`config.mk`:
```
export PLATFORM = sky130hd
export DESIGN_NAME = systolic_ctrl
export DESIGN_NICKNAME = d
export VERILOG_FILES = /design/src/rtl/systolic_pkg.sv /design/src/rtl/systolic_addr_gen.sv /design/src/rtl/systolic_ctrl.sv
export SDC_FILE = /design/constraint.sdc
export NUM_CORES = 1
export LEC_CHECK = 0
export CAP_MARGIN = 20
export CORE_MARGIN = 5
export CORE_UTILIZATION = 25
export CTS_CLUSTER_SIZE = 10
export DETAILED_ROUTE_END_ITERATION = 10
export PLACE_DENSITY = 0.46
export SKIP_LAST_GASP = 1
export SYNTH_ARGS = -nofsm -noshare
export SYNTH_HDL_FRONTEND = slang
export SYNTH_SLANG_ARGS = --single-unit
```
`constraint.sdc`:
```
create_clock -name clk -period 4.8 [get_ports clk]
set_input_delay 0.48 -clock clk [delete_from_list [all_inputs] [get_ports clk]]
set_output_delay 0.48 -clock clk [all_outputs]
set_load 0.005 [all_outputs]
```
`src/rtl/systolic_pkg.sv`:
```
// Purpose: shared types and sizing helpers for the systolic array sequencer.
// Latency: n/a (types, constants and constant functions only).
// Backpressure: n/a.
// Contents: ctrl_state_t state enum, CYCLE_WIDTH, default-size FIRST_OUT/DRAIN_LEN,
//           and constant functions that derive the same values for any array size.
package systolic_pkg;

    typedef enum logic [2:0] {
        IDLE     = 3'd0,
        PREFETCH = 3'd1,
        FEED     = 3'd2,
        DRAIN    = 3'd3,
        DONE     = 3'd4
    } ctrl_state_t;

    localparam int CYCLE_WIDTH    = 9;
    localparam int ARRAY_SIZE_DEF = 8;
    localparam int FIRST_OUT      = ARRAY_SIZE_DEF + 1;
    localparam int DRAIN_LEN      = 2 * ARRAY_SIZE_DEF;

    // First cycle_num at which the array presents a finished result.
    function automatic int first_out_of(input int n);
        return n + 1;
    endfunction

    // Number of zero-fed cycles needed to flush the array pipeline.
    function automatic int drain_len_of(input int n);
        return 2 * n;
    endfunction

    // Largest tile count whose job never pushes cycle_num past its maximum.
    function automatic int max_tiles_of(input int n);
        return ((1 << CYCLE_WIDTH) - 1 - 2 * n) / n;
    endfunction

endpackage

```
`src/rtl/systolic_addr_gen.sv`:
```
// Purpose: loadable address counter, +1 per enabled cycle, wraps silently at 2^WIDTH.
// Latency: load/step visible on addr the cycle after the edge that samples them.
// Backpressure: none; en is the only hold mechanism.
// Ports: clk, srstn (sync, active-low), load/load_val (takes priority), en (increment),
//        addr (registered counter value).
module systolic_addr_gen #(
    parameter int WIDTH = 10
) (
    input  logic             clk,
    input  logic             srstn,
    input  logic             load,
    input  logic [WIDTH-1:0] load_val,
    input  logic             en,
    output logic [WIDTH-1:0] addr
);

    logic [WIDTH-1:0] addr_q;
    logic [WIDTH-1:0] addr_d;

    always_comb begin
        addr_d = addr_q;
        if (load) begin
            addr_d = load_val;
        end else if (en) begin
            addr_d = addr_q + WIDTH'(1);
        end
    end

    always_ff @(posedge clk) begin
        if (!srstn) begin
            addr_q <= '0;
        end else begin
            addr_q <= addr_d;
        end
    end

    assign addr = addr_q;

endmodule

```
`src/rtl/systolic_ctrl.sv`:
```
// Purpose: sequencer for the ARRAY_SIZE x ARRAY_SIZE systolic MAC array: SRAM read
//          addressing, array enables, result-buffer write strobes for a job of tiles.
// Latency: start -> first alu_start 2 cycles; start -> done 2 + tiles*ARRAY_SIZE + 2*ARRAY_SIZE.
// Backpressure: none; start is only accepted in IDLE and ignored while busy.
// Ports: clk, srstn (sync, active-low); start/tile_num/w_base/d_base/o_base job request;
//        sram_ren/sram_raddr_w/sram_raddr_d input-bank reads; feed_zero/alu_start/cycle_num/
//        matrix_index array controls; out_valid/out_waddr result writes; busy, done status.
// Option: SYSTOLIC_CTRL_PERF_EN adds perf_cycles, a count of alu_start cycles kept across jobs.
module systolic_ctrl
    import systolic_pkg::*;
#(
    parameter int ARRAY_SIZE = ARRAY_SIZE_DEF,
    parameter int ADDR_WIDTH = 10,
    parameter int TILE_WIDTH = 5
) (
    input  logic                   clk,
    input  logic                   srstn,
    input  logic                   start,
    input  logic [TILE_WIDTH-1:0]  tile_num,
    input  logic [ADDR_WIDTH-1:0]  w_base,
    input  logic [ADDR_WIDTH-1:0]  d_base,
    input  logic [ADDR_WIDTH-1:0]  o_base,
    output logic                   sram_ren,
    output logic [ADDR_WIDTH-1:0]  sram_raddr_w,
    output logic [ADDR_WIDTH-1:0]  sram_raddr_d,
    output logic                   feed_zero,
    output logic                   alu_start,
    output logic [CYCLE_WIDTH-1:0] cycle_num,
    output logic [5:0]             matrix_index,
    output logic                   out_valid,
    output logic [ADDR_WIDTH-1:0]  out_waddr,
    output logic                   busy,
    output logic                   done
`ifdef SYSTOLIC_CTRL_PERF_EN
    ,
    output logic [31:0]            perf_cycles
`endif
);

    localparam int OUT_START = first_out_of(ARRAY_SIZE);
    localparam int DRAIN_CYC = drain_len_of(ARRAY_SIZE);
    localparam int MAX_TILES = max_tiles_of(ARRAY_SIZE);
    localparam logic [CYCLE_WIDTH-1:0] CYC_MAX = '1;

    ctrl_state_t            state_q, state_d;
    logic [CYCLE_WIDTH-1:0] cycle_q, cycle_d;
    logic [CYCLE_WIDTH-1:0] feed_len_q, feed_len_d;
    logic                   out_valid_q, out_valid_d;
    logic [5:0]             matrix_index_q, matrix_index_d;
    logic                   start_acc;
    logic                   run;
    logic                   feed_last;
    logic                   drain_last;
    logic [31:0]            tiles_eff;
    logic [31:0]            rel_cyc;

    assign start_acc  = (state_q == IDLE) && start;
    assign run        = (state_q == FEED) || (state_q == DRAIN);
    // cycle_num runs 0..feed_len-1 in FEED, then continues through DRAIN, so it
    // doubles as the phase counter for both states.
    assign feed_last  = (state_q == FEED)  && (cycle_q == feed_len_q - CYCLE_WIDTH'(1));
    assign drain_last = (state_q == DRAIN) &&
                        (cycle_q == feed_len_q + CYCLE_WIDTH'(DRAIN_CYC - 1));

    // Job length is fixed at acceptance: 0 tiles means 1, and oversized jobs are
    // clamped so cycle_num can never reach saturation.
    always_comb begin
        tiles_eff = 32'(tile_num);
        if (tiles_eff == 32'd0) begin
            tiles_eff = 32'd1;
        end else if (tiles_eff > 32'(MAX_TILES)) begin
            tiles_eff = 32'(MAX_TILES);
        end
        feed_len_d = feed_len_q;
        if (start_acc) begin
            feed_len_d = CYCLE_WIDTH'(tiles_eff * 32'(ARRAY_SIZE));
        end
    end

    // State register
    always_ff @(posedge clk) begin
        if (!srstn) begin
            state_q <= IDLE;
        end else begin
            state_q <= state_d;
        end
    end

    // Next-state logic
    always_comb begin
        state_d = state_q;
        case (state_q)
            IDLE:     if (start)      state_d = PREFETCH;
            PREFETCH:                 state_d = FEED;
            FEED:     if (feed_last)  state_d = DRAIN;
            DRAIN:    if (drain_last) state_d = DONE;
            DONE:                     state_d = IDLE;
            default:                  state_d = IDLE;
        endcase
    end

    // State-decoded outputs
    always_comb begin
        sram_ren  = 1'b0;
        feed_zero = 1'b0;
        alu_start = 1'b0;
        busy      = 1'b1;
        done      = 1'b0;
        case (state_q)
            IDLE:     busy = 1'b0;
            PREFETCH: sram_ren = 1'b1;
            FEED: begin
                alu_start = 1'b1;
                // The final FEED cycle's data was already fetched one cycle earlier.
                sram_ren  = !feed_last;
            end
            DRAIN: begin
                alu_start = 1'b1;
                feed_zero = 1'b1;
            end
            DONE:     done = 1'b1;
            default:  busy = 1'b0;
        endcase
    end

    // cycle_num holds its final value through DONE and is cleared on the way to IDLE.
    // out_valid/matrix_index are computed from the next-cycle values so the registered
    // versions line up with cycle_num.
    always_comb begin
        cycle_d = cycle_q;
        if ((state_q == IDLE) || (state_q == DONE)) begin
            cycle_d = '0;
        end else if (run && !drain_last && (cycle_q != CYC_MAX)) begin
            cycle_d = cycle_q + CYCLE_WIDTH'(1);
        end
        rel_cyc        = 32'(cycle_d) - 32'(OUT_START);
        out_valid_d    = ((state_d == FEED) || (state_d == DRAIN)) &&
                         (32'(cycle_d) >= 32'(OUT_START));
        matrix_index_d = out_valid_d ? 6'(rel_cyc % 32'(DRAIN_CYC)) : '0;
    end

    always_ff @(posedge clk) begin
        if (!srstn) begin
            cycle_q        <= '0;
            feed_len_q     <= '0;
            out_valid_q    <= 1'b0;
            matrix_index_q <= '0;
        end else begin
            cycle_q        <= cycle_d;
            feed_len_q     <= feed_len_d;
            out_valid_q    <= out_valid_d;
            matrix_index_q <= matrix_index_d;
        end
    end

    assign cycle_num    = cycle_q;
    assign out_valid    = out_valid_q;
    assign matrix_index = matrix_index_q;

    // Read addresses step exactly in the cycles that issue a read: PREFETCH
    // presents the base, each following read presents base+1, base+2, ...
    systolic_addr_gen #(.WIDTH(ADDR_WIDTH)) u_addr_w (
        .clk      (clk),
        .srstn    (srstn),
        .load     (start_acc),
        .load_val (w_base),
        .en       (sram_ren),
        .addr     (sram_raddr_w)
    );

    systolic_addr_gen #(.WIDTH(ADDR_WIDTH)) u_addr_d (
        .clk      (clk),
        .srstn    (srstn),
        .load     (start_acc),
        .load_val (d_base),
        .en       (sram_ren),
        .addr     (sram_raddr_d)
    );

    // Write address advances after each captured result.
    systolic_addr_gen #(.WIDTH(ADDR_WIDTH)) u_addr_o (
        .clk      (clk),
        .srstn    (srstn),
        .load     (start_acc),
        .load_val (o_base),
        .en       (out_valid_q),
        .addr     (out_waddr)
    );

`ifdef SYSTOLIC_CTRL_PERF_EN
    logic [31:0] perf_q;
    logic [31:0] perf_d;

    always_comb begin
        perf_d = perf_q + 32'(alu_start);
    end

    always_ff @(posedge clk) begin
        if (!srstn) begin
            perf_q <= '0;
        end else begin
            perf_q <= perf_d;
        end
    end

    assign perf_cycles = perf_q;
`endif

endmodule

```
==> metrics.yaml, run 1 <==
fmax_mhz: 267
layout.area.seq_um2: 1040
htreeDepth: 2
gp_congestion: 0.792
setup_viol: 0
final.setup.tns_ns: 0
dp_cells: 635
post_drt_wl_per_cell_um: 16.1
grt_max_degree: 61
fill_cells: 1357
critical_path_class: "reg -> reg"
multiInputGateArea_um2: 1970
postPlaceCellArea_um2: 4150
r2r_slack_ns: 1.06
rsz0062_at_grt: "false"
die_area_um2: 15200
cts_buffer_depth: 2
vias_per_cell: 4.91
critPathCaptureType: "register"
slew_headroom: 0.394
core_area_um2: 12600
final-instance-count-excl-fill: 644
holdPathStages: 2
path_clk_slew_ns: 0.07
min_path_type: "reg -> reg"
drt-pass1-iter-count: 4
worst_pin_slew_ns: 0.906
holdCritStartpoint: "u_addr_d.addr[8]$_SDFFE_PN0P_"
num_vias: 3163
drv_cap: 0
dieWidth_um: 123
period_needed_ns: 3.74
syn_area_um2: 3220
synthFlopType: "dfxtp_1"
insertion_delay_ns: 0.29
grt_pass1_wl_mm: 16.8
crit_chain: "ha_1 > nand2_1 > nor2_1 > and3_1 > ha_1 > or3b_1 > a21oi_2 > mux2_2 > nand2_1 > ha_1 > nor2_1 > nand4b_1 > o221ai_1 > o211a_1 > a211oi_1"
die_h_um: 123
cts_buffers: 5
powerDensity_nw_per_um2: 300
leakagePower_nw: 1.45
ys_warn_count: 0
drc_errors: 0
r2r_start: "cycle_num[0]$_SDFF_PN0_"
cts_hold_buf: 0
ys_seq_area_frac: 0.323
skew_ns: 0.00348
syn_area_per_cell_um2: 7.97
syn_inst: 404
cts-resized-gates: 0
cts_tree: "done"
ff2ff_path_depth: 15
port_buffers: 86
final_cell_mix: "86 x clkdlybuf4s50_1, 52 x dfxtp_1, 39 x nor2_1"
hpwl_mm: 7.68
fin_crit_sh: 0.780
grt.overflow.total: 0
cp.required_ns: 5.01
path_max_fanout: 9
cts_root_buffer: "clkbuf_16"
path_common_cell: "ha_1"
finalInstanceArea_um2: 4380
nets: 518
grt_use_total: 0.141
ant_nets: 0
start_util: 0.255
synth_edf_count: 0
synth.distinct_cells: 66
slowest_delay_ns: 0.46
syn_to_final_growth_pct: 36.1
synthArstFlopShare: 0
slew_violations: 0
antenna_found_initial: 0
hold_end: "u_addr_d.addr[8]$_SDFFE_PN0P_"
synth_seq_cells: 52
io_pins: 89
reg2reg_to: "matrix_index[0]$_SDFF_PN0_"
grt_pass1_vias: 3156
drt_iter0_markers: 178
outcome: "finished, final reports clean"
layout_commonest_cell: "clkdlybuf4s50_1"
critPathLaunchType: "register"
antenna_cells: 0
setup.worst_path.start: "cycle_num[0]$_SDFF_PN0_"
arrival_ns: 3.96
layout-drive-gt1-share: 0.0636
peakVddDrop_v: 0.000189
std_cell_rows: 41
slowest_stage: "or3b_1"
hold_violations: 0
postCtsSetupBuffers: 0
routed_wl_mm: 10.4
clock-sinks: 52
synth_stat cells, types with 4 or more instances:
master,instances,share of area
dfxtp_1,52,0.32
nor2_1,39,0.045
nand2_1,34,0.040
a21oi_1,25,0.039
o21ai_0,21,0.033
xnor2_1,21,0.057
nand3_1,20,0.031
a211oi_1,17,0.040
clkbuf_1,16,0.019
inv_1,15,0.017
nor3_1,10,0.016
ha_1,9,0.035
nand4_1,9,0.017
a31oi_1,7,0.014
xor2_1,7,0.019
or3_1,6,0.012
o21ai_1,5,0.0078
o31ai_1,5,0.012
and3_1,4,0.0078
buf_2,4,0.0062
buf_4,4,0.0093
buf_6,4,0.014
logic make-up (layout without fill, tap and decap cells):
group / after synthesis / after routing / synth area share
buffers and inverters: 44 / 111 / 0.0668
adders and majority gates: 9 / 9 / 0.0350
DFF: 52 / 52 / 0.323
other: 1 / 2 / 0.00116
xor gates and xnor gates: 28 / 28 / 0.0762
muxes: 5 / 5 / 0.0167
and+or+nand+nor: 155 / 155 / 0.251
AOI/OAI and AO/OA: 110 / 110 / 0.230
how the worst max path moves through the flow:
stage                                       endpoint  slack [ns]  cells after the start
final                     matrix_index[0]$_SDFF_PN0_        1.06                     15
after global routing      matrix_index[1]$_SDFF_PN0_        0.71                     15
after CTS                 matrix_index[1]$_SDFF_PN0_        1.04                     15
after detailed placement  matrix_index[1]$_SDFF_PN0_        1.09                     15
after global placement    matrix_index[0]$_SDFF_PN0_        1.12                     15
after floorplan           matrix_index[0]$_SDFF_PN0_        1.41                     17
metal layers:
metal	global-route usage	share of wire	up-vias
li1	-	-	1589
met1	0.194	0.46	1482
met2	0.218	0.47	86
met3	0.0412	0.065	6
met4	0.0284	0.0071	0
met5	0	0	-
registers in the layout, indices dropped and copies added, names as in the netlist:
register       flops
state_q            3
out_valid          1
u_addr_w.addr     10
cycle_num          9
matrix_index       4
u_addr_d.addr     10
feed_len_q         5
u_addr_o.addr     10
area by class of cell:
type | instances | share of cell area
Timing Repair Buffer | 88 | 0.203
Clock inverter | 3 | 0.0206
Tap cell | 172 | 0.0491
Sequential cell | 52 | 0.238
Inverter | 15 | 0.0128
Clock buffer | 5 | 0.0285
Multi-Input combinational cell | 309 | 0.449
power breakdown:
part | total, mW | switching, mW | internal [mW]
clock network | 0.523 | 0.172 | 0.352
logic | 0.280 | 0.134 | 0.146
registers | 0.510 | 0.0465 | 0.463
total | 1.31 | 0.352 | 0.961
stage by stage:
stage | hold slack (ns) | util | total power, mW | setup WS, ns
6_report | 0.528 | 0.347 | 1.31 | 1.06
5_1_grt | 0.564 | 0.347 | 1.38 | 0.714
4_1_cts | 0.528 | 0.346 | 1.33 | 1.04
3_5_place_dp | 0.515 | 0.329 | 0.797 | 1.09
3_3_place_gp | 0.509 | 0.329 | 0.798 | 1.12
2_1_floorplan | 0.486 | - | 0.665 | 1.41
worst max-delay path: cells and delay by family, from the launching register on:
kind,cells,cell delay [ns]
multiplexers,1,0.38
flip-flops,1,0.37
AO/OA/AOI/OAI,4,1.02
AND/OR/NAND/NOR,7,1.12
adder cells (fa/ha/maj),3,0.75
(Power assumes the default switching activity.)
==> run 2: changes to the inputs <==
--- a/config.mk
+++ b/config.mk
@@ -10,7 +10,7 @@
 export CORE_UTILIZATION = 25
 export CTS_CLUSTER_SIZE = 10
 export DETAILED_ROUTE_END_ITERATION = 10
-export PLACE_DENSITY = 0.46
+export PLACE_DENSITY = 0.48
 export SKIP_LAST_GASP = 1
 export SYNTH_ARGS = -nofsm -noshare
 export SYNTH_HDL_FRONTEND = slang
==> constraint.sdc (replaced) <==
create_clock -name clk -period 3.4 [get_ports clk]
set_input_delay 0.34 -clock clk [delete_from_list [all_inputs] [get_ports clk]]
set_output_delay 0.34 -clock clk [all_outputs]
set_load 0.005 [all_outputs]
==> metrics.yaml, run 2 (synthesized netlist as in run 1, its figures left out) <==
port_buffers: 86  # unchanged
slew_headroom: 0.613  # +0.218
io_pins: 89  # unchanged
fill_cells: 1373  # +1.2%
grt_pass1_vias: 3243  # +2.8%
slew_violations: 0  # unchanged
p_clk_frac: 0.315  # -0.084
hpwl_mm: 8.22  # +7.1%
final-instance-count-excl-fill: 660  # +2.5%
r2r_start: "cycle_num[1]$_SDFF_PN0_"
multiInputGateArea_um2: 2000  # +1.8%
p_int_mw: 1.15  # +19%
critPathLaunchType: "register"
gp_congestion: 0.857  # +8.3%
start_util: 0.255  # unchanged
layout.area.seq_um2: 1040  # unchanged
arrival_ns: 3.49  # -0.47 ns
num_vias: 3225  # +2.0%
ff2ff_path_depth: 15  # unchanged
leakagePower_nw: 1.50  # +3.5%
rsz0062_at_grt: "true"
htreeDepth: 2  # unchanged
power_switching_share: 0.307  # +0.0393
std_cell_rows: 41  # unchanged
period_needed_ns: 3.28  # -0.465 ns
fmax_mhz: 305  # +14%
switching_power_uw: 509  # +45%
holdPathStages: 2  # unchanged
setup_viol: 0  # unchanged
r2r_slack_ns: 0.12  # -0.94 ns
final.setup.worst_slack_ns: 0.120  # -0.935 ns
routed_wl_mm: 10.8  # +3.7%
reg2reg_to: "matrix_index[0]$_SDFF_PN0_"
cts_root_buffer: "clkbuf_16"
clock-sinks: 52  # unchanged
cts_buffers: 5  # unchanged
die_h_um: 123  # unchanged
syn_to_final_growth_pct: 38.9
grt_pass1_wl_mm: 17.2  # +2.2%
drc_errors: 0  # unchanged
cts_buffer_depth: 2  # unchanged
grt.overflow.total: 0  # unchanged
min_path_type: "reg -> reg"
vias_per_cell: 4.89  # -0.51%
grt_use_total: 0.142  # +0.000863
holdCritStartpoint: "u_addr_d.addr[8]$_SDFFE_PN0P_"
powerDensity_nw_per_um2: 370  # +24%
drv_cap: 0  # unchanged
use_met1: 0.182  # -0.0118
die_area_um2: 15200  # unchanged
nets: 534  # +3.1%
skew_ns: 0.00571  # +0.00222 ns
outcome: "finished, final reports clean"
core_area_um2: 12600  # unchanged
hold_end: "u_addr_d.addr[8]$_SDFFE_PN0P_"
ant_nets: 0  # unchanged
dp_cells: 649  # +2.2%
hold_violations: 0  # unchanged
busiest_layer: "met2"
layout-drive-gt1-share: 0.100  # +0.0369
fin_hold_ws_ns: 0.519  # -0.00884 ns
cp.required_ns: 3.61  # -1.40 ns
final_cell_mix: "86 x clkdlybuf4s50_1, 52 x dfxtp_1, 39 x nor2_1"
path_clk_slew_ns: 0.08  # about the same
grt_max_degree: 61  # unchanged
path_max_fanout: 5  # -4
pre_cts_ws_ns: 0.0747  # -1.02 ns
critical_path_class: "reg -> reg"
fin_crit_sh: 0.965  # +0.185
worst_pin_slew_ns: 0.579  # -0.327 ns
drt_iter0_markers: 207  # +16%
drt-pass1-iter-count: 4  # unchanged
seqPwrFrac: 0.432  # +0.044
insertion_delay_ns: 0.29  # about the same
antenna_cells: 0  # unchanged
layout_commonest_cell: "clkdlybuf4s50_1"
combPwrFrac: 0.254  # +0.041
dieWidth_um: 123  # unchanged
met3_usage: 0.0302  # -0.0110
global_route.usage.met2: 0.243  # +0.0248
fin_util: 0.354  # +0.00704
power_mw: 1.66  # +26%
critPathCaptureType: "register"
peakVddDrop_v: 0.000216  # +15%
post_drt_wl_per_cell_um: 16.3  # +1.1%
antenna_found_initial: 0  # unchanged
cts_tree: "done"
[run 2: cell count changes in the layout (fill, tap and decap cells not counted), sizes merged]
cell | before | now
buf | 2 | 18
clkinv | 0 | 1
bufinv | 3 | 0
clkinvlp | 0 | 2
[run 2: how the worst max path moves through the flow]
stage / startpoint / to / slack, ns
final: cycle_num[1]$_SDFF_PN0_ / matrix_index[0]$_SDFF_PN0_ / 0.12
after global routing: feed_len_q[3]$_SDFFE_PN0P_ / matrix_index[2]$_SDFF_PN0_ / -0.05
after CTS: cycle_num[1]$_SDFF_PN0_ / matrix_index[0]$_SDFF_PN0_ / 0.06
after detailed placement: cycle_num[1]$_SDFF_PN0_ / matrix_index[0]$_SDFF_PN0_ / 0.07
after global placement: cycle_num[1]$_SDFF_PN0_ / matrix_index[3]$_SDFF_PN0_ / 0.16
after floorplan: cycle_num[0]$_SDFF_PN0_ / matrix_index[0]$_SDFF_PN0_ / 0.01
[run 2: worst max-delay path, stage by stage (launching register included)]
cell and delay (ns):
dfxtp_1 0.35, ha_1 0.20, nand2_1 0.11, nor2_1 0.07, and3_1 0.18, ha_1 0.20
or3b_4 0.42, a21oi_4 0.18, mux2_2 0.35, nand2_1 0.11, ha_2 0.20, nor2_1 0.05
nand4b_1 0.09, o221ai_1 0.13, o211a_1 0.30, a211oi_1 0.24
[run 2: through the flow]
step | area [um2] | setup TNS, ns
after floorplan | 3220 | 0
after global placement | 4250 | 0
after detailed placement | 4250 | 0
after CTS | 4400 | 0
after global routing | 4470 | -0.0652
final | 4470 | 0
[run 2: what timing repair did]
action | in CTS | in global routing
setup endpoints to repair | 0 | 6
hold buffers | 0 | 0
resized for setup | 0 | 8
buffers inserted | 0 | 2
[run 2: cell type report]
type | instances | share of cell area
clock buffer | 5 | 0.0280
clock inverter | 3 | 0.00532
inverter | 15 | 0.0126
multi-input combinational | 309 | 0.448
sequential | 52 | 0.233
tap | 172 | 0.0481
timing repair buffer | 104 | 0.226
[run 2: power groups by stage]
stage               Combinational [mW]  Clock [mW]  Sequential (mW)
floorplan                        0.226           0            0.714
global placement                 0.408           0            0.727
detailed placement               0.408           0            0.729
CTS                              0.411       0.535            0.715
global route                     0.468       0.559            0.723
finish                           0.420       0.521            0.714
[run 2: per-layer routing]
| metal | up-vias | routed length (um) | share of wire |
|---|---|---|---|
| met2 | 74 | 5340 | 0.50 |
| met4 | 0 | 118 | 0.011 |
| met5 | - | 0 | 0 |
| met3 | 8 | 666 | 0.062 |
| li1 | 1630 | - | - |
| met1 | 1513 | 4650 | 0.43 |
==> run 3: changes to the inputs <==
--- a/config.mk
+++ b/config.mk
@@ -6,11 +6,13 @@
 export NUM_CORES = 1
 export LEC_CHECK = 0
 export CAP_MARGIN = 20
+export CORE_ASPECT_RATIO = 1.5
 export CORE_MARGIN = 5
 export CORE_UTILIZATION = 25
+export CTS_BUF_LIST = sky130_fd_sc_hd__clkbuf_2
 export CTS_CLUSTER_SIZE = 10
 export DETAILED_ROUTE_END_ITERATION = 10
-export PLACE_DENSITY = 0.48
+export PLACE_DENSITY = 0.46
 export SKIP_LAST_GASP = 1
 export SYNTH_ARGS = -nofsm -noshare
 export SYNTH_HDL_FRONTEND = slang
==> constraint.sdc (replaced) <==
create_clock -name clk -period 3.14 [get_ports clk]
set_input_delay 0.314 -clock clk [delete_from_list [all_inputs] [get_ports clk]]
set_output_delay 0.314 -clock clk [all_outputs]
set_load 0.005 [all_outputs]
==> metrics.yaml, run 3 (synthesized netlist as in run 1, its figures left out) <==
outcome: "finished, final reports clean"
syn_to_final_growth_pct: 36.1
final_cell_mix: "85 x clkdlybuf4s50_1, 49 x dfxtp_1, 38 x nor2_1"
ff2ff_path_depth: 15  # unchanged
fin_hold_ws_ns: 0.395  # -0.125 ns
num_vias: 3273  # +1.5%
htreeDepth: 2  # unchanged
p_int_mw: 1.00  # -13%
seqPwrFrac: 0.513  # +0.081
leakagePower_nw: 1.47  # -1.8%
skew_ns: 0.0283  # +0.0226 ns
antenna_found_initial: 1  # +1
holdPathStages: 3  # +1
dieWidth_um: 103  # -17%
power_switching_share: 0.336  # +0.0287
critical_path_class: "reg -> reg"
worst_pin_slew_ns: 0.862  # +0.283 ns
grt_pass1_vias: 3302  # +1.8%
rsz0062_at_grt: "true"
drt_iter0_markers: 138  # -33%
drt-pass1-iter-count: 4  # unchanged
vias_per_cell: 5.09  # +4.2%
drc_errors: 0  # unchanged
cts_buffers: 5  # unchanged
start_util: 0.256  # +0.000914
fill_cells: 1332  # -3.0%
die_h_um: 149  # +21%
die_area_um2: 15300  # +0.30%
r2r_slack_ns: 0.12  # about the same
slew_violations: 0  # unchanged
grt_max_degree: 50  # -18%
slew_headroom: 0.425  # -0.188
hold_violations: 0  # unchanged
nets: 533  # -0.19%
setup_viol: 0  # unchanged
ant_nets: 0  # unchanged
core_area_um2: 12600  # -0.36%
cts_buffer_depth: 2  # unchanged
grt.overflow.total: 0  # unchanged
cts_root_buffer: "clkbuf_2"
fin_crit_sh: 0.962  # -0.00255
fin_util: 0.348  # -0.00589
cts_tree: "done"
post_drt_wl_per_cell_um: 16.5  # +1.0%
arrival_ns: 3.43  # -0.06 ns
gp_congestion: 0.889  # +3.7%
power_mw: 1.51  # -8.8%
routed_wl_mm: 10.6  # -1.6%
min_path_type: "in -> reg"
port_buffers: 86  # unchanged
reg2reg_to: "matrix_index[1]$_SDFF_PN0_"
holdCritStartpoint: "tile_num[4]"
powerDensity_nw_per_um2: 344  # -7.0%
layout-drive-gt1-share: 0.117  # +0.0169
drv_cap: 0  # unchanged
insertion_delay_ns: 0.46  # +0.17 ns
period_needed_ns: 3.02  # -0.259 ns
critPathLaunchType: "register"
path_clk_slew_ns: 0.27  # +0.19 ns
layout_commonest_cell: "clkdlybuf4s50_1"
grt_pass1_wl_mm: 16.9  # -1.4%
clock-sinks: 52  # unchanged
r2r_start: "cycle_num[0]$_SDFF_PN0_"
std_cell_rows: 50  # +22%
path_max_fanout: 5  # unchanged
io_pins: 89  # unchanged
critPathCaptureType: "register"
hpwl_mm: 8.19  # -0.40%
grt_use_total: 0.140  # -0.00134
cts_hold_buf: 0  # unchanged
switching_power_uw: 507  # -0.30%
combPwrFrac: 0.305  # +0.051
hold_end: "feed_len_q[7]$_SDFFE_PN0P_"
fmax_mhz: 331  # +8.6%
p_clk_frac: 0.183  # -0.132
cp.required_ns: 3.55  # -0.06 ns
peakVddDrop_v: 0.000143  # -34%
run 3: power groups by stage:
stage | registers (mW) | logic, mW | clock network [mW]
after floorplan | 0.773 | 0.251 | 0
after global placement | 0.787 | 0.443 | 0
after detailed placement | 0.787 | 0.445 | 0
after CTS | 0.775 | 0.464 | 0.298
after global routing | 0.784 | 0.506 | 0.314
final | 0.774 | 0.460 | 0.276
run 3: worst max-delay path: stages, from the launching register on:
cell and delay [ns]:
dfxtp_2 0.39, ha_2 0.19, nand2_2 0.08, nor2_1 0.05, and3_1 0.18, ha_1 0.19, or3b_4 0.42, a21oi_4 0.19
mux2_4 0.33, nand2_4 0.09, ha_4 0.14, nor2_1 0.04, nand4b_1 0.08, o221ai_1 0.12, o211a_1 0.28, a211oi_1 0.20
run 3: area by class of cell:
type	instances	area (um2)	area share
diodes	1	2.50	0.000571
repair buffers	103	987	0.225
multi-input cells	309	2060	0.470
clock inverters	1	5.00	0.00114
inverters	15	56.3	0.0128
flip-flops and latches	52	1050	0.239
clock buffers	6	30.0	0.00685
well taps	156	195	0.0445
run 3: how the worst max path moves through the flow:
stage	startpoint	to	slack, ns	cells past startpoint
floorplan	cycle_num[0]$_SDFF_PN0_	matrix_index[0]$_SDFF_PN0_	0.006	17
global placement	cycle_num[0]$_SDFF_PN0_	matrix_index[3]$_SDFF_PN0_	0.20	15
finish	cycle_num[0]$_SDFF_PN0_	matrix_index[1]$_SDFF_PN0_	0.12	15
CTS	cycle_num[0]$_SDFF_PN0_	matrix_index[0]$_SDFF_PN0_	0.07	15
detailed placement	cycle_num[0]$_SDFF_PN0_	matrix_index[0]$_SDFF_PN0_	0.11	15
global route	cycle_num[0]$_SDFF_PN0_	matrix_index[0]$_SDFF_PN0_	-0.04	15
run 3: metrics by stage:
step | cell area, um2 | TNS, ns | instances | setup WS, ns
after floorplan | 3280 | 0 | 405 | 0.00582
after global placement | 4270 | 0 | 632 | 0.202
after detailed placement | 4270 | 0 | 632 | 0.111
after CTS | 4360 | 0 | 642 | 0.0689
after global routing | 4380 | -0.0930 | 643 | -0.0410
final | 4380 | 0 | 643 | 0.119
run 3: what timing repair did:
action	in CTS	in global routing
setup buffers	3	0
endpoints found under the setup margin	1	5
pin swaps	2	2
resized for setup	8	5
run 3: routing by layer:
| layer | up-vias | track usage | wire [um] |
|---|---|---|---|
| met5 | - | 0 | 0 |
| met4 | 0 | 0.0433 | 194 |
| met3 | 12 | 0.0220 | 363 |
| met2 | 79 | 0.257 | 5720 |
| met1 | 1564 | 0.162 | 4330 |
| li1 | 1618 | - | - |
==> RTL change: new RTL, config.mk and constraints of run 3 <==
Add a define of `SYSTOLIC_CTRL_PERF_EN`.
--- a/src/rtl/systolic_ctrl.sv
+++ b/src/rtl/systolic_ctrl.sv
@@ -7,4 +7,6 @@
 //        matrix_index array controls; out_valid/out_waddr result writes; busy, done status.
 // Option: SYSTOLIC_CTRL_PERF_EN adds perf_cycles, a count of alu_start cycles kept across jobs.
+`define SYSTOLIC_CTRL_PERF_EN
+
 module systolic_ctrl
     import systolic_pkg::*;
Check against the original RTL (old outputs only; new: perf_cycles): equivalent (Yosys induction, for registers that start in step).
==> RTL change against run 3 <==
- sequential share of layout area increased by 1.7 points
- routed wire length increased by 41%
- via count increased by 42%
- cell area grew 50%
- global-route usage up 0.071 points
- area after synthesis grew 42%
- count of clock-buffer cells in the layout grew 3
- hold slack got worse by 0.099 ns
- total power up 54%
- clock skew is 0.0067 ns higher
- clock power rose by 130%
- sequential cell count rose by 32
- setup slack worse by 0.38 ns
- the run now ends with setup timing left
==> RTL change: results (changes against run 3) <==
Post-CTS sizing: 5 (-3)
# port buffers: 118 (+37%)
Final setup margin: -0.2594 ns (-0.3784 ns)
Fillers: 1881 (+41%)
Largest net degree at the start of global routing: 31 (-38%)
CP max stage cell: or4_4
Min-Delay Startpoint: o_base[6]
Crit-path max cell delay: 0.48 ns (+0.06 ns)
DR WL met2: 7812 um (+37%)
Failing checks: setup timing
Part of the Yosys area used for sequential elements: 36.89% (+4.6 points)
Nets: 770 (+44%)
Clock Skews: 0.03504 ns (+0.006702 ns)
FFs w/ async S/R, synth: 0% (unchanged)
GRT met2 Usage: 25.83% (+0.083 points)
Final WL: 14990 um (+41%)
Clk Latency, worst-skew pair: 0.57 ns (+0.11 ns)
Post-CTS Setup Bufs: 2 (-1)
Post-DR vias/cell: 4.919 (-3.4%)
Top Metal Used: met4
Routability-driven placement congestion ratio: 0.8469 (-4.7%)
Max FFs per register: 32
CTS buffer count: 9 (+4)
Status: complete, but fails checks
YS warnings: 0 (unchanged)
Global-route wire length before repair: 23960 um (+41%)
Max IR drop VDD: 0.1303 mV (-9.1%)
Metal-1 WL: 6073 um (+40%)
Leakage: 2.329 nW (+58%)
Worst r2r path cells: 14 (-1)
Met1 Use GR: 15.69% (-0.55 points)
Vias in the first global route: 4728 (+43%)
M3 GR Usage: 2.996% (+0.80 points)
H-tree level count: 3 (+1)
Hold EP: u_addr_o.addr[6]
Global-route usage over all layers: 14.09% (+0.071 points)
Final setup vio count: 5 (+5)
Layout cell share with drive strength beyond 1: 15.29% (+3.6 points)
Dpl hpwl: 11480 um (+40%)
Top_reg_cell synth: dfxtp_1
Rel. slew slack: 60.40% (+18 points)
Synth area leaders: dfxtp_1 37%, xnor2_1 6.0%, nor2_1 5.9%
Critical Path End: matrix_index[3]
Crit path max fanout: 5 (unchanged)
Crit path from: feed_len_q[3]
Metal3 WL: 689 um (+90%)
Initial drt markers: 251 (+82%)
Post-synth cell types: 56 (-15%)
Root buffer cell: clkbuf_2
Post-synth top cells: 84 x dfxtp_1, 72 x nor2_1, 44 x nand2_1
-- RTL change: stage by stage --
step | hold WS (ns) | cells | area, um2 | setup slack [ns] | TNS [ns]
6_report | 0.2955 | 944 | 6581 | -0.2594 | -1.221
5_1_grt | 0.2348 | 944 | 6581 | -0.3871 | -1.862
4_1_cts | 0.2474 | 939 | 6524 | -0.3000 | -1.468
3_5_place_dp | 0.4790 | 921 | 6357 | -0.3640 | -1.749
3_3_place_gp | 0.4651 | 921 | 6357 | -0.2429 | -1.155
2_1_floorplan | 0.4412 | 561 | 4631 | -0.3247 | -1.580
-- RTL change: logic make-up (layout without fill, tap and decap cells) --
family | Yosys count | count (layout) | synth area share, %
AO/OA/AOI/OAI | 119 | 119 | 17.10
AND/OR/NAND/NOR | 234 | 234 | 25.89
buffers and inverters | 45 | 210 | 4.117
other | 1 | 3 | 0.08227
flip-flops | 84 | 84 | 36.89
adder cells (fa/ha/maj) | 11 | 11 | 3.019
multiplexers | 6 | 6 | 1.372
XOR/XNOR | 60 | 60 | 11.53
-- RTL change: power by group --
part,switching (W),internal (W),total (W)
Sequential,0.0000605,0.00112,0.00118
Combinational,0.000242,0.000274,0.000516
Clock,0.000430,0.000194,0.000623
Total,0.000732,0.00159,0.00232
-- RTL change: cell type report --
cell class / instances / area, um2 / share of cell area [%]
tap: 217 / 271.5 / 4.125
multi-input combinational: 432 / 2804 / 42.60
timing repair buffer: 177 / 1624 / 24.68
clock inverter: 7 / 80.08 / 1.217
sequential: 84 / 1688 / 25.65
antenna: 1 / 2.502 / 0.03802
inverter: 17 / 66.31 / 1.008
clock buffer: 9 / 45.04 / 0.6844
